===== src/rtl/axis_fifo_pkg.sv =====
// -----------------------------------------------------------------------------
// axis_fifo_pkg
// Shared helpers for the AXI-Stream FIFO control stage.
//   ptr_w()     : width of a read/write pointer for a given RAM depth. The
//                 pointer is one bit wider than the word index; that extra
//                 wrap bit tells full from empty when the indices match.
//   word2addr() : converts a RAM word index to the RAM byte address. The
//                 result is always word-aligned.
// Each FIFO instance builds its ptr_t/idx_t types from its own DEPTH by
// calling ptr_w(). This lets a single package serve every FIFO depth.
// -----------------------------------------------------------------------------
package axis_fifo_pkg;

    function automatic int unsigned ptr_w(input int unsigned depth);
        return $clog2(depth) + 1;
    endfunction

    function automatic logic [31:0] word2addr(input logic [31:0] idx,
                                              input int unsigned  wlen);
        return idx << $clog2(wlen);
    endfunction

endpackage


===== src/rtl/axis_fifo_obuf.sv =====
// -----------------------------------------------------------------------------
// axis_fifo_obuf
// A 2-entry first-in first-out buffer that holds {tdata, tlast} beats
// returned by the RAM. The downstream AXIS port is driven from the head entry.
//   clk, rstn       clock, synchronous active-low reset
//   push            write push_data/push_last into the tail entry
//   push_data/last  beat returned by the RAM
//   pop             remove the head entry (downstream handshake)
//   head_data/last  head entry. Only meaningful while occ != 0.
//   occ             number of entries held (0..2)
// Reset clears only the control state. The data entries are don't-care while
// they are empty.
// -----------------------------------------------------------------------------
module axis_fifo_obuf #(
    parameter int DLEN = 32
) (
    input  logic            clk,
    input  logic            rstn,
    input  logic            push,
    input  logic [DLEN-1:0] push_data,
    input  logic            push_last,
    input  logic            pop,
    output logic [DLEN-1:0] head_data,
    output logic            head_last,
    output logic [1:0]      occ
);

    logic [DLEN-1:0] data_q [2];
    logic [1:0]      last_q;
    logic            wsel;
    logic            rsel;

    always_ff @(posedge clk) begin
        if (!rstn) begin
            wsel <= 1'b0;
            rsel <= 1'b0;
            occ  <= 2'd0;
        end else begin
            if (push) wsel <= ~wsel;
            if (pop)  rsel <= ~rsel;
            occ <= occ + {1'b0, push} - {1'b0, pop};
        end
    end

    always_ff @(posedge clk) begin
        if (push) begin
            data_q[wsel] <= push_data;
            last_q[wsel] <= push_last;
        end
    end

    assign head_data = data_q[rsel];
    assign head_last = last_q[rsel];

endmodule


===== src/rtl/axis_fifo_ctrl.sv =====
// -----------------------------------------------------------------------------
// axis_fifo_ctrl
// Control stage of the AXI-Stream FIFO. It writes accepted beats into an
// external simple dual-port RAM. The RAM read data arrives one clock after
// o_ren. The block reads the beats back in order through a 2-entry output
// buffer, and it sustains one beat per clock in each direction.
// tlast is not stored in the RAM. It is kept in a DEPTH-bit side array here.
//   clk, rstn                     clock, synchronous active-low reset
//   s_axis_tvalid/tready/tdata/tlast   upstream AXIS. tready is a registered !full.
//   m_axis_tvalid/tready/tdata/tlast   downstream AXIS
//   o_wen, o_waddr, o_wdata       RAM write port (byte address, word-aligned)
//   o_ren, o_raddr, i_rdata       RAM read port
//   o_count                       beats held (RAM + in-flight read + buffer)
//   o_full, o_empty               RAM words full / nothing held
// -----------------------------------------------------------------------------
module axis_fifo_ctrl
    import axis_fifo_pkg::*;
#(
    parameter int BLEN  = 8,
    parameter int WLEN  = 4,
    parameter int DLEN  = BLEN * WLEN,
    parameter int DEPTH = 256,
    parameter int ALEN  = $clog2(DEPTH * WLEN),
    parameter int CLEN  = $clog2(DEPTH + 3)
) (
    input  logic            clk,
    input  logic            rstn,
    input  logic            s_axis_tvalid,
    output logic            s_axis_tready,
    input  logic [DLEN-1:0] s_axis_tdata,
    input  logic            s_axis_tlast,
    output logic            m_axis_tvalid,
    input  logic            m_axis_tready,
    output logic [DLEN-1:0] m_axis_tdata,
    output logic            m_axis_tlast,
    output logic            o_wen,
    output logic [ALEN-1:0] o_waddr,
    output logic [DLEN-1:0] o_wdata,
    output logic            o_ren,
    output logic [ALEN-1:0] o_raddr,
    input  logic [DLEN-1:0] i_rdata,
    output logic [CLEN-1:0] o_count,
    output logic            o_full,
    output logic            o_empty
);

    localparam int IW = $clog2(DEPTH);
    localparam int PW = ptr_w(DEPTH);

    typedef logic [PW-1:0] ptr_t;
    typedef logic [IW-1:0] idx_t;

    ptr_t            wptr;
    ptr_t            rptr;
    ptr_t            wptr_nxt;
    ptr_t            rptr_nxt;
    ptr_t            mem_cnt;
    idx_t            widx;
    idx_t            ridx;
    logic            s_hs;
    logic            m_hs;
    logic            full;
    logic            full_nxt;
    logic            tready_q;
    logic [1:0]      occ;
    logic [1:0]      occ_after;
    logic [CLEN-1:0] count_q;
    logic [DEPTH-1:0] last_mem;
    logic            vld_p0;
    logic            vld_p1;
    logic            last_p1;

    assign widx = wptr[IW-1:0];
    assign ridx = rptr[IW-1:0];

    assign s_hs = s_axis_tvalid && tready_q;
    assign m_hs = m_axis_tvalid && m_axis_tready;

    // mem_cnt counts committed words that have not been read yet. The
    // modular pointer difference gives 0..DEPTH.
    assign mem_cnt = wptr - rptr;
    assign full    = (widx == ridx) && (wptr[IW] != rptr[IW]);

    // ---- stage p0: read issue ---------------------------------------------
    // A read is issued only when its data has a guaranteed slot in the output
    // buffer when it returns. The slot count uses the buffer occupancy after
    // this cycle's pop, plus the read already in flight.
    assign occ_after = occ + {1'b0, vld_p1} - {1'b0, m_hs};
    assign vld_p0    = (mem_cnt != '0) && (occ_after < 2'd2);

    assign wptr_nxt = wptr + PW'(s_hs);
    assign rptr_nxt = rptr + PW'(vld_p0);
    // tready is registered. It is computed from the pointers as they will be
    // after this edge, so that no combinational path runs from m_axis_tready
    // to s_axis_tready.
    assign full_nxt = (wptr_nxt[IW-1:0] == rptr_nxt[IW-1:0]) &&
                      (wptr_nxt[IW] != rptr_nxt[IW]);

    always_ff @(posedge clk) begin
        if (!rstn) begin
            wptr     <= '0;
            rptr     <= '0;
            vld_p1   <= 1'b0;
            tready_q <= 1'b0;
            count_q  <= '0;
        end else begin
            wptr     <= wptr_nxt;
            rptr     <= rptr_nxt;
            vld_p1   <= vld_p0;
            tready_q <= !full_nxt;
            count_q  <= count_q + CLEN'(s_hs) - CLEN'(m_hs);
        end
    end

    // ---- stage p1: RAM data returns, tlast flag follows it ----------------
    always_ff @(posedge clk) begin
        if (s_hs)   last_mem[widx] <= s_axis_tlast;
        if (vld_p0) last_p1        <= last_mem[ridx];
    end

    // ---- stage p2: output buffer drives the downstream port ---------------
    axis_fifo_obuf #(
        .DLEN (DLEN)
    ) u_obuf (
        .clk       (clk),
        .rstn      (rstn),
        .push      (vld_p1),
        .push_data (i_rdata),
        .push_last (last_p1),
        .pop       (m_hs),
        .head_data (m_axis_tdata),
        .head_last (m_axis_tlast),
        .occ       (occ)
    );

    assign m_axis_tvalid = (occ != 2'd0);
    assign s_axis_tready = tready_q;

    assign o_wen   = s_hs;
    assign o_waddr = ALEN'(word2addr(32'(widx), WLEN));
    assign o_wdata = s_axis_tdata;
    assign o_ren   = vld_p0;
    assign o_raddr = ALEN'(word2addr(32'(ridx), WLEN));

    assign o_count = count_q;
    assign o_full  = full;
    assign o_empty = (count_q == '0);

endmodule


===== config.mk =====
export PLATFORM = sky130hd
export DESIGN_NAME = axis_fifo_ctrl
export DESIGN_NICKNAME = d
export VERILOG_FILES = /design/src/rtl/axis_fifo_pkg.sv /design/src/rtl/axis_fifo_obuf.sv /design/src/rtl/axis_fifo_ctrl.sv
export SDC_FILE = /design/constraint.sdc
export NUM_CORES = 1
export LEC_CHECK = 0
export CAP_MARGIN = 5
export CORE_AREA = 2 2 171 173
export CTS_BUF_LIST = sky130_fd_sc_hd__clkbuf_16
export CTS_CLUSTER_DIAMETER = 120
export DETAILED_ROUTE_END_ITERATION = 8
export DIE_AREA = 0 0 173 175
export HOLD_SLACK_MARGIN = 0.06
export PLACE_DENSITY = 0.86
export SLEW_MARGIN = 20
export SYNTH_ARGS = -nofsm -noshare
export SYNTH_HDL_FRONTEND = slang
export SYNTH_SLANG_ARGS = --single-unit

===== constraint.sdc =====
create_clock -name clk -period 5 [get_ports clk]
set_input_delay 0.75 -clock clk [delete_from_list [all_inputs] [get_ports clk]]
set_output_delay 0.75 -clock clk [all_outputs]
set_load 0.02 [all_outputs]

### After elaboration in Yosys (flattened, before gate mapping)

Memory sizes are Yosys's and may differ from the RTL's. A register that Yosys moved wholly into a read port is not among the register bits.
Index checks and enable logic that the tools add are counted.

* register bits after elaboration: 292
* memories: 1
* logic and storage cells: 57
* output and inout bits: 100
* RAM bits: 64

Memory list
* u_obuf.data_q: words 2, bits a word 32, rd ports 1, clocked after Yosys merged registers in 1, wr ports 1, RTL line axis_fifo_obuf.sv:28 `logic [DLEN-1:0] data_q [2];`

* reduce and logical (&&, ||, !) cells: 11
* order comparisons: 7
* add/subtract/negate cells: 7
* muxes and demuxes: 14
* equality and inequality tests: 4
* bitwise gates (word level): 2

Operators by type and width (count)
* $bwmux 256: 1
* $add 9x1->9: 3
* $lt 8x9->1 const B: 2
* $eq 8x8->1: 2
* $logic_not 9->1: 1
* $mux 1: 9
* $reduce_bool 9->1: 1
* $sub 9x1->9: 1
* $sub 9x9->9: 1
* $bmux 1 s8: 1
* $demux 1 s8: 1
* $ge 8x1->1 const B: 1
* $logic_and 1x1->1: 7
* $lt 1x2->1 const B: 2
* $add 2x1->2: 1
* $bwmux 2: 1
* $lt 2x2->1 const B: 1
* $ne 1x1->1: 2
* $not 1->1: 2
* $reduce_bool 2->1: 1
* $sub 2x1->2: 1
* $demux 1 s1: 1
* $ge 1x1->1 const B: 1
* $logic_not 1->1: 1

### Depth between registers and ports, before layout

Gate-level depths: netlist of the first run.

* depth after elaboration: 9
* mapped depth: 18
* mapped depth without buffers: 17

### Modules after synthesis

A second synthesis of the first run with hierarchy kept.

* cells, all modules: 1166
* area total of the unflattened synthesis: 16145.5 um2

By module, submodules not included
* axis_fifo_ctrl: area each 13392.8 um2, seq. area each 8298.0 um2, instances 1, cells an instance 1044
* axis_fifo_obuf: area each 2752.6 um2, seq. area each 2082.0 um2, instances 1, cells an instance 122

### Worst setup path after synthesis of the first run

Ideal clock, no wire load.

* path type: flip-flop to flip-flop
* from: reg rptr[2]
* to: reg tready_q, in the netlist s_axis_tready
* cell stages (with the launch flop): 19
* path slack: 0.835 ns
* clock period less this slack: 4.165 ns
* data required time: 4.869 ns
* data arrival time: 4.033 ns
* library setup time: 0.131 ns
* cells stage by stage: dfxtp_1 clkbuf_1 inv_1 clkbuf_1 ha_1 o21a_1 o31a_1 o41ai_1 xnor2_1 a21oi_1 a31oi_1 ha_1 ha_1 nand3_1 xnor2_1 xnor2_1 nand4_1 nor4_1 a31oi_1

* longest elaborated chain between the ends: 7
* elaborated cells between the ends (all ways): 8
* classes of those cells: 2 x add/sub; 2 x eq/ne; 4 x reduce/logical

Ends and longest elaborated chain
* start: declaration: RTL line axis_fifo_ctrl.sv:54 `ptr_t rptr;`
* start signal: assignment: RTL line axis_fifo_ctrl.sv:108 `rptr <= rptr_nxt;`
* $sub 9x9->9 (*): RTL line axis_fifo_ctrl.sv:81 `assign mem_cnt = wptr - rptr;`
* $reduce_bool 9->1 (*): RTL line axis_fifo_ctrl.sv:89 `assign vld_p0 = (mem_cnt != '0) && (occ_after < 2'd2);`
* $logic_and 1x1->1 (*): RTL line axis_fifo_ctrl.sv:89
* net o_ren: RTL line axis_fifo_ctrl.sv:39 `output logic o_ren,`
* $add 9x1->9 (*): RTL line axis_fifo_ctrl.sv:92 `assign rptr_nxt = rptr + PW'(vld_p0);`
* $eq 8x8->1 / $ne 1x1->1 (equally long branches): RTL line axis_fifo_ctrl.sv:96, axis_fifo_ctrl.sv:97
* $logic_and 1x1->1 (*): RTL line axis_fifo_ctrl.sv:96 `assign full_nxt = (wptr_nxt[IW-1:0] == rptr_nxt[IW-1:0]) &&`
* $logic_not 1->1 (*): RTL line axis_fifo_ctrl.sv:110 `tready_q <= !full_nxt;`
* end signal: assignment: RTL line axis_fifo_ctrl.sv:110
* end: declaration: RTL line axis_fifo_ctrl.sv:64 `logic tready_q;`

Mark *: on every way through the listed nets, which the timed path passes. The rest lies on a longest branch.
A chain may end at the register's enable or synchronous reset.

### Worst setup path in the final report of the first run

* from: reg rptr[3]
* to: out o_ren

* longest elaborated chain between the ends: 3

Ends and longest elaborated chain (RTL line)
* $sub 9x9->9: axis_fifo_ctrl.sv:81
* $reduce_bool 9->1: axis_fifo_ctrl.sv:89
* $logic_and 1x1->1: axis_fifo_ctrl.sv:89
* end: declaration: axis_fifo_ctrl.sv:39

Every way passes these cells.

==> summary.md, run 1 <==
| Metric | Value |
|---|---|
| Max Freq | `0.2077 GHz` |
| Status | `completed` |
| Slowest stage delay, CP | `~700 ps` |
| Crit path kind | `reg -> out` |
| FF+latch count, synth | `357` |
| Ports | `169` |
| Synth area leaders | `edfxtp_1 (61%), mux4_2 (8.0%), nor2_1 (7.0%)` |
| DR vias | `9840` |
| Max H-tree Level | `2` |
| Crit path max-delay family | `buffers and inverters` |
| Maximum vdd drop | `0.2960 mV` |
| Most frequent cell after synthesis | `edfxtp_1` |
| Commonest cells post-synth | `edfxtp_1 (323), nor2_1 (300), mux4_2 (57)` |
| Arr. time, crit path | `4070 ps` |
| Fin. Hold Viols | `0` |
| Die Wd | `173 um` |
| Final Slew Violations | `0` |
| Pin count of the biggest net entering global routing | `152` |
| CTS Buf Count | `36` |
| First-pass DRT Iterations | `6` |
| Mean Syn Cell Area | `13.67 um2` |
| Slew HR | `0.2481` |
| Largest area contributor in the netlist | `edfxtp_1` |
| Total Wirelength | `around 37000 um` |
| Syn. warnings | `0` |
| Worst Path Max Fanout | `16` |
| Antenna diodes | `0` |
| Yosys top cell area share | `0.6060` |
| Hold-fix buffers, CTS | `0` |
| RSZ-0062 raised after global routing | `false` |
| Top FF cell, synth | `edfxtp_1` |
| First-pass GRT wire length | `around 56000 um` |
| Post-synthesis cell area | `16010 um2` |
| Initial antenna violation count | `0` |
| Crit. End Element | `output pin` |
| DP Worst Slack | `652.3 ps` |
| Nets@finish | `about 1.3k` |
| GRT Overall Usage | `0.2440` |
| Nature of the critical path startpoint | `flop` |
| # Max-Cap Violations | `0` |
| Drt initial violations | `~1.2k` |
| Slowest-stage cell, CP | `dfxtp_1` |
| Share of cells above drive strength 1 | `0.1314` |
| DRC violations left | `0` |
| CP cell instances | `clkinv_1 > ha_1 > o21a_1 > o31a_1 > o41ai_1 > xnor2_1 > a21oi_1 > a31oi_1 > clkdlybuf4s50_1` |
| Post-synth ARST share | `0` |
| TNS Setup | `0 ps` |
| # port buffers | `100` |
| Period utilization | `0.9631` |
| P per Cell Area | `491.9 nW/um2` |
| Worst-margin pin slew | `between 1000 and 1500 ps` |
| Root Driver | `clkbuf_16` |
| Final WS setup | `between 150 and 200 ps` |
| Mapped Cells | `approximately 1.2k` |
| Post-synthesis cell type count | `56` |
| Post-synthesis sequential area ratio | `0.6485` |
| Placed cells | `1552` |
| Clock buffer depth | `3` |
| Grt ovf | `0` |
| Vias in the first global route | `10.01k` |
| Resized cells post-CTS | `0` |
| Gpl congestion | `approximately 0.86` |
| Die ar. | `30280 um2` |
| Setup bufs post-CTS | `0` |
| Starting density of the core | `0.5638` |
| WL/cell | `23.07 um` |
| Buf/Inv on CP | `2` |
| Area growth syn-to-layout | `13.24%` |
| Clk pin slew, worst setup/hold paths | `60 ps` |
| CORE AREA | `28390 um2` |
| Clk Latency, worst-skew pair | `540 ps` |
| CTS tree | `built` |
| Min-Delay Path Class | `reg -> reg` |
| Via/cell ratio | `6.085` |
| Worst clock skew | `27.54 ps` |
| Post-route ant nets | `0` |
| LEAKAGE | `slightly below 0.006 uW` |
| Req. time, crit path | `4250 ps` |
| Num rows | `62` |
| HPWL Detailed | `22160 um` |
| Post-Layout Cell Count | `approximately 1.6k` |
| Number of synthesized flops with an enable pin | `323` |
| Post-route minimum period | `4815 ps` |
| Number of setup violations in the final report | `0` |
| Height of the die | `between 150 and 200 um` |
| Sink Count | `357` |
-- layout make-up --
type	instances	area [um2]
clock buffer	36	900.9
clock inverter	29	369.1
inverter	26	97.59
sequential	357	10390
timing repair buffer	110	1077
multi-input combinational	675	4816
fill	1901	10270
tap	384	480.5
-- per-layer routing --
metal	global-route usage	share of wire	wire length, um	vias to the layer above
li1	-	-	-	4243
met1	0.3026	0.36	13440	4818
met2	0.4097	0.48	17970	654
met3	0.05309	0.11	4090	125
met4	0.1197	0.048	1805	0
met5	0	0	0	-
-- flip-flops by register name, summed over array words and instances (netlist names), named ones only --
signal,count
rptr,9
u_obuf.wsel,1
o_count,9
u_obuf.data_q,64
last_mem,256
s_axis_tready,1
u_obuf.rsel,1
u_obuf.occ,2
u_obuf.last_q,2
last_p1,1
vld_p1,1
wptr,9
-- stage by stage --
stage,total power [uW],cell area [um2],util,hold WS [ps]
3_3_place_gp,6007,16860,0.5937,425.1
5_1_grt,9225,18130,0.6384,456.8
2_1_floorplan,5386,16020,-,421.5
4_1_cts,8941,18130,0.6384,445.3
6_report,8916,18130,0.6384,450.1
3_5_place_dp,6062,16860,0.5937,431.5
-- cell families (layout without fill, tap and decap cells) --
group	after synthesis	after routing	share of synthesized area
buffers and inverters	142	201	0.05151
adder cells (fa/ha/maj)	27	27	0.02157
XOR/XNOR	37	37	0.02025
multiplexers	110	110	0.1160
other	1	4	0.0002343
AND/OR/NAND/NOR	424	424	0.1111
flip-flops	357	357	0.6485
AO/OA/AOI/OAI	73	73	0.03088
-- final timing paths --
| path | from | end | slack, ps | cells past startpoint |
|---|---|---|---|---|
| setup / recovery | rptr[3] | o_ren | 180 | 9 |
| hold / removal | last_p1 | u_obuf.last_q[0] | 450 | 0 |
| setup reg to reg | rptr[3] | s_axis_tready | 460 | 16 |
| hold reg to reg | last_p1 | u_obuf.last_q[0] | 450 | 0 |
-- power breakdown --
group	internal (uW)	switching (uW)
clock network	1740	1140
logic	1140	1320
registers	3490	80.9
total	6380	2540
-- layout by cell type, fill, tap and decap left out, types with 4 or more instances in the layout --
cell type / count
dfxtp_1: 32
a22oi_1: 14
nor3_1: 11
nor4_1: 4
mux2i_1: 19
a21oi_1: 16
nor2_1: 300
bufinv_16: 8
a31oi_1: 4
nor2b_1: 10
clkinv_2: 4
buf_4: 10
clkbuf_16: 36
o22ai_1: 5
xnor2_1: 22
mux2_2: 34
nor3b_1: 5
o21ai_0: 10
clkinv_1: 9
mux4_2: 57
and2_1: 17
clkdlybuf4s50_1: 99
ha_1: 26
nand2_1: 40
edfxtp_1: 323
and3_1: 4
conb_1: 4
nand3_1: 20
inv_1: 29
xor2_1: 15
-- worst register-to-register path: stages, from the launching register on --
cell,delay (ps)
dfxtp_1,700
clkinv_1,430
ha_1,460
o21a_1,210
o31a_1,130
o41ai_1,320
xnor2_1,180
a21oi_1,80
a31oi_1,330
ha_1,250
ha_1,240
nand3_1,110
xnor2_1,260
xnor2_1,150
nand4_1,110
nor4_1,290
a31oi_1,130
(Power assumes the default switching activity.)
==> run 2: changes to the inputs <==
PLACE_DENSITY = 0.9   (was 0.86)
==> summary.md, run 2 (synthesis gave the netlist of run 1 again) <==
| Metric | Value |
|---|---|
| Resized cells post-CTS | `0 (unchanged)` |
| Maximum vdd drop | `0.2970 mV (+0.33%)` |
| DRC violations left | `0 (unchanged)` |
| Gpl congestion | `0.9030 (+5.6%)` |
| Power, Total | `8611 uW (-3.4%)` |
| Period utilization | `0.9213 (-0.04177)` |
| First-pass DRT Iterations | `7 (+1)` |
| Slew HR | `0.2471 (-0.001001)` |
| R2r endpoint | `s_axis_tready` |
| First-pass GRT wire length | `55680 um (-1.1%)` |
| R2R depth | `17 (+1)` |
| Worst-margin pin slew | `1127 ps (+1.497 ps)` |
| CTS tree | `built` |
| Clk Latency, worst-skew pair | `550 ps (about the same)` |
| Crit path kind | `reg -> out` |
| HPWL Detailed | `22050 um (-0.51%)` |
| Worst r2r src | `rptr[1]` |
| Clock buffer depth | `3 (unchanged)` |
| Max reg flops | `256 (unchanged)` |
| Height of the die | `175 um (unchanged)` |
| Worst R2R Setup Slack | `730 ps (+270 ps)` |
| DR vias | `9825 (-0.15%)` |
| # Max-Cap Violations | `0 (unchanged)` |
| Most frequent cells in the layout | `edfxtp_1 (323), nor2_1 (300), clkdlybuf4s50_1 (99)` |
| Worst Setup SP | `rptr[1]` |
| Arr. time, crit path | `3860 ps (-210 ps)` |
| Req. time, crit path | `4250 ps (about the same)` |
| Min-Delay Startpoint | `last_p1` |
| Layout Utilization | `0.6343 (-0.004143)` |
| WL/cell | `22.54 um (-2.3%)` |
| CTS Buf Count | `36 (unchanged)` |
| Antenna diodes | `0 (unchanged)` |
| GRT Overall Usage | `0.2407 (-0.003316)` |
| CORE AREA | `28390 um2 (unchanged)` |
| Nature of the critical path startpoint | `flop` |
| Fin. Hold Viols | `0 (unchanged)` |
| LEAKAGE | `0.005745 uW (-0.82%)` |
| Initial antenna violation count | `0 (unchanged)` |
| Starting density of the core | `0.5638 (unchanged)` |
| Hold path depth | `0 (unchanged)` |
| Post-route ant nets | `0 (unchanged)` |
| Max H-tree Level | `2 (unchanged)` |
| Grt ovf | `0 (unchanged)` |
| Hold-fix buffers, CTS | `0 (unchanged)` |
| Area growth syn-to-layout | `12.51%` |
| Nets@finish | `1304 (+0.15%)` |
| Post-route minimum period | `4606 ps (-208.9 ps)` |
| Via/cell ratio | `6.069 (-0.28%)` |
| Status | `completed` |
| Clk pin slew, worst setup/hold paths | `60 ps (about the same)` |
| Fin area | `18010 um2 (-0.65%)` |
| Number of setup violations in the final report | `0 (unchanged)` |
| Sink Count | `357 (unchanged)` |
| Total Wirelength | `36490 um (-2.2%)` |
| Final WS setup | `393.6 ps (+208.9 ps)` |
| Worst clock skew | `32.81 ps (+5.270 ps)` |
| Crit. End Element | `output pin` |
| Die ar. | `30280 um2 (unchanged)` |
| RSZ-0062 raised after global routing | `false` |
| DP Worst Slack | `725.0 ps (+72.71 ps)` |
| Regs by FF count | `last_mem (256), u_obuf.data_q (64)` |
| # port buffers | `100 (unchanged)` |
| Biggest register | `last_mem` |
| Share of cells above drive strength 1 | `0.1296 (-0.001832)` |
| TNS Setup | `0 ps (unchanged)` |
| Max Freq | `0.2171 GHz (+4.5%)` |
| Vias in the first global route | `9859 (-1.5%)` |
| Min-Delay Path Class | `reg -> reg` |
| P per Cell Area | `478.1 nW/um2 (-2.8%)` |
| Root Driver | `clkbuf_16` |
| Final Slew Violations | `0 (unchanged)` |
| Worst hold endpoint | `u_obuf.last_q[1]` |
| Drt initial violations | `1425 (+20%)` |
| Placed cell area | `16870 um2 (about the same)` |
| Num rows | `62 (unchanged)` |
| Die Wd | `173 um (unchanged)` |
| Most common cell after layout, fill and taps aside | `edfxtp_1` |
| Ports | `169 (unchanged)` |
| Pin count of the biggest net entering global routing | `148 (-2.6%)` |
| Worst Path Max Fanout | `7 (-9)` |
| Setup bufs post-CTS | `0 (unchanged)` |
[run 2: worst max-delay path by stage]
stage                    end  slack (ps)  cells after the start
3_3_place_gp   s_axis_tready         810                     17
6_report               o_ren         390                     10
3_5_place_dp   s_axis_tready         730                     17
4_1_cts                o_ren         470                     10
2_1_floorplan  s_axis_tready         840                     18
5_1_grt                o_ren         220                     10
[run 2: routing by layer]
metal  global-route usage  vias to the layer above  wire [um]
met5                    0                        -          0
met4               0.1123                        0       1666
met3              0.05983                      144       4574
met2               0.3948                      712      17270
met1               0.3040                     4714      12980
li1                     -                     4255          -
[run 2: worst max-delay path, stage by stage, from the launching register on]
cell and delay (ps):
dfxtp_2 330, clkinv_1 260, ha_1 400, nor2b_1 140
o21a_1 190, o31a_1 280, o41ai_1 430, xnor2_1 180
a21oi_1 70, a31oi_1 340, clkdlybuf4s50_1 700
[run 2: final cells by class]
type,instances,area (um2)
clock inverter,29,236.5
multi-input combinational,675,4816
tap,384,480.5
timing repair buffer,112,1092
clock buffer,36,900.9
sequential,357,10390
fill,1906,10380
inverter,26,97.59
[run 2: where the power goes]
part	internal [uW]	total, uW	switching [uW]
logic	1140	2440	1300
registers	3490	3570	80.9
clock network	1480	2600	1120
[run 2: stage by stage]
stage / instances / hold slack (ps)
after floorplan: 1174 / 421.5
after global placement: 1554 / 442.4
after detailed placement: 1554 / 447.8
after CTS: 1619 / 461.7
after global routing: 1619 / 477.2
final: 1619 / 465.7
==> run 3: changes to the inputs <==
PLACE_DENSITY = 0.86   (was 0.9)
==> results of run 3 <==
Final layout, timing and power as in run 1 (identical DEF).
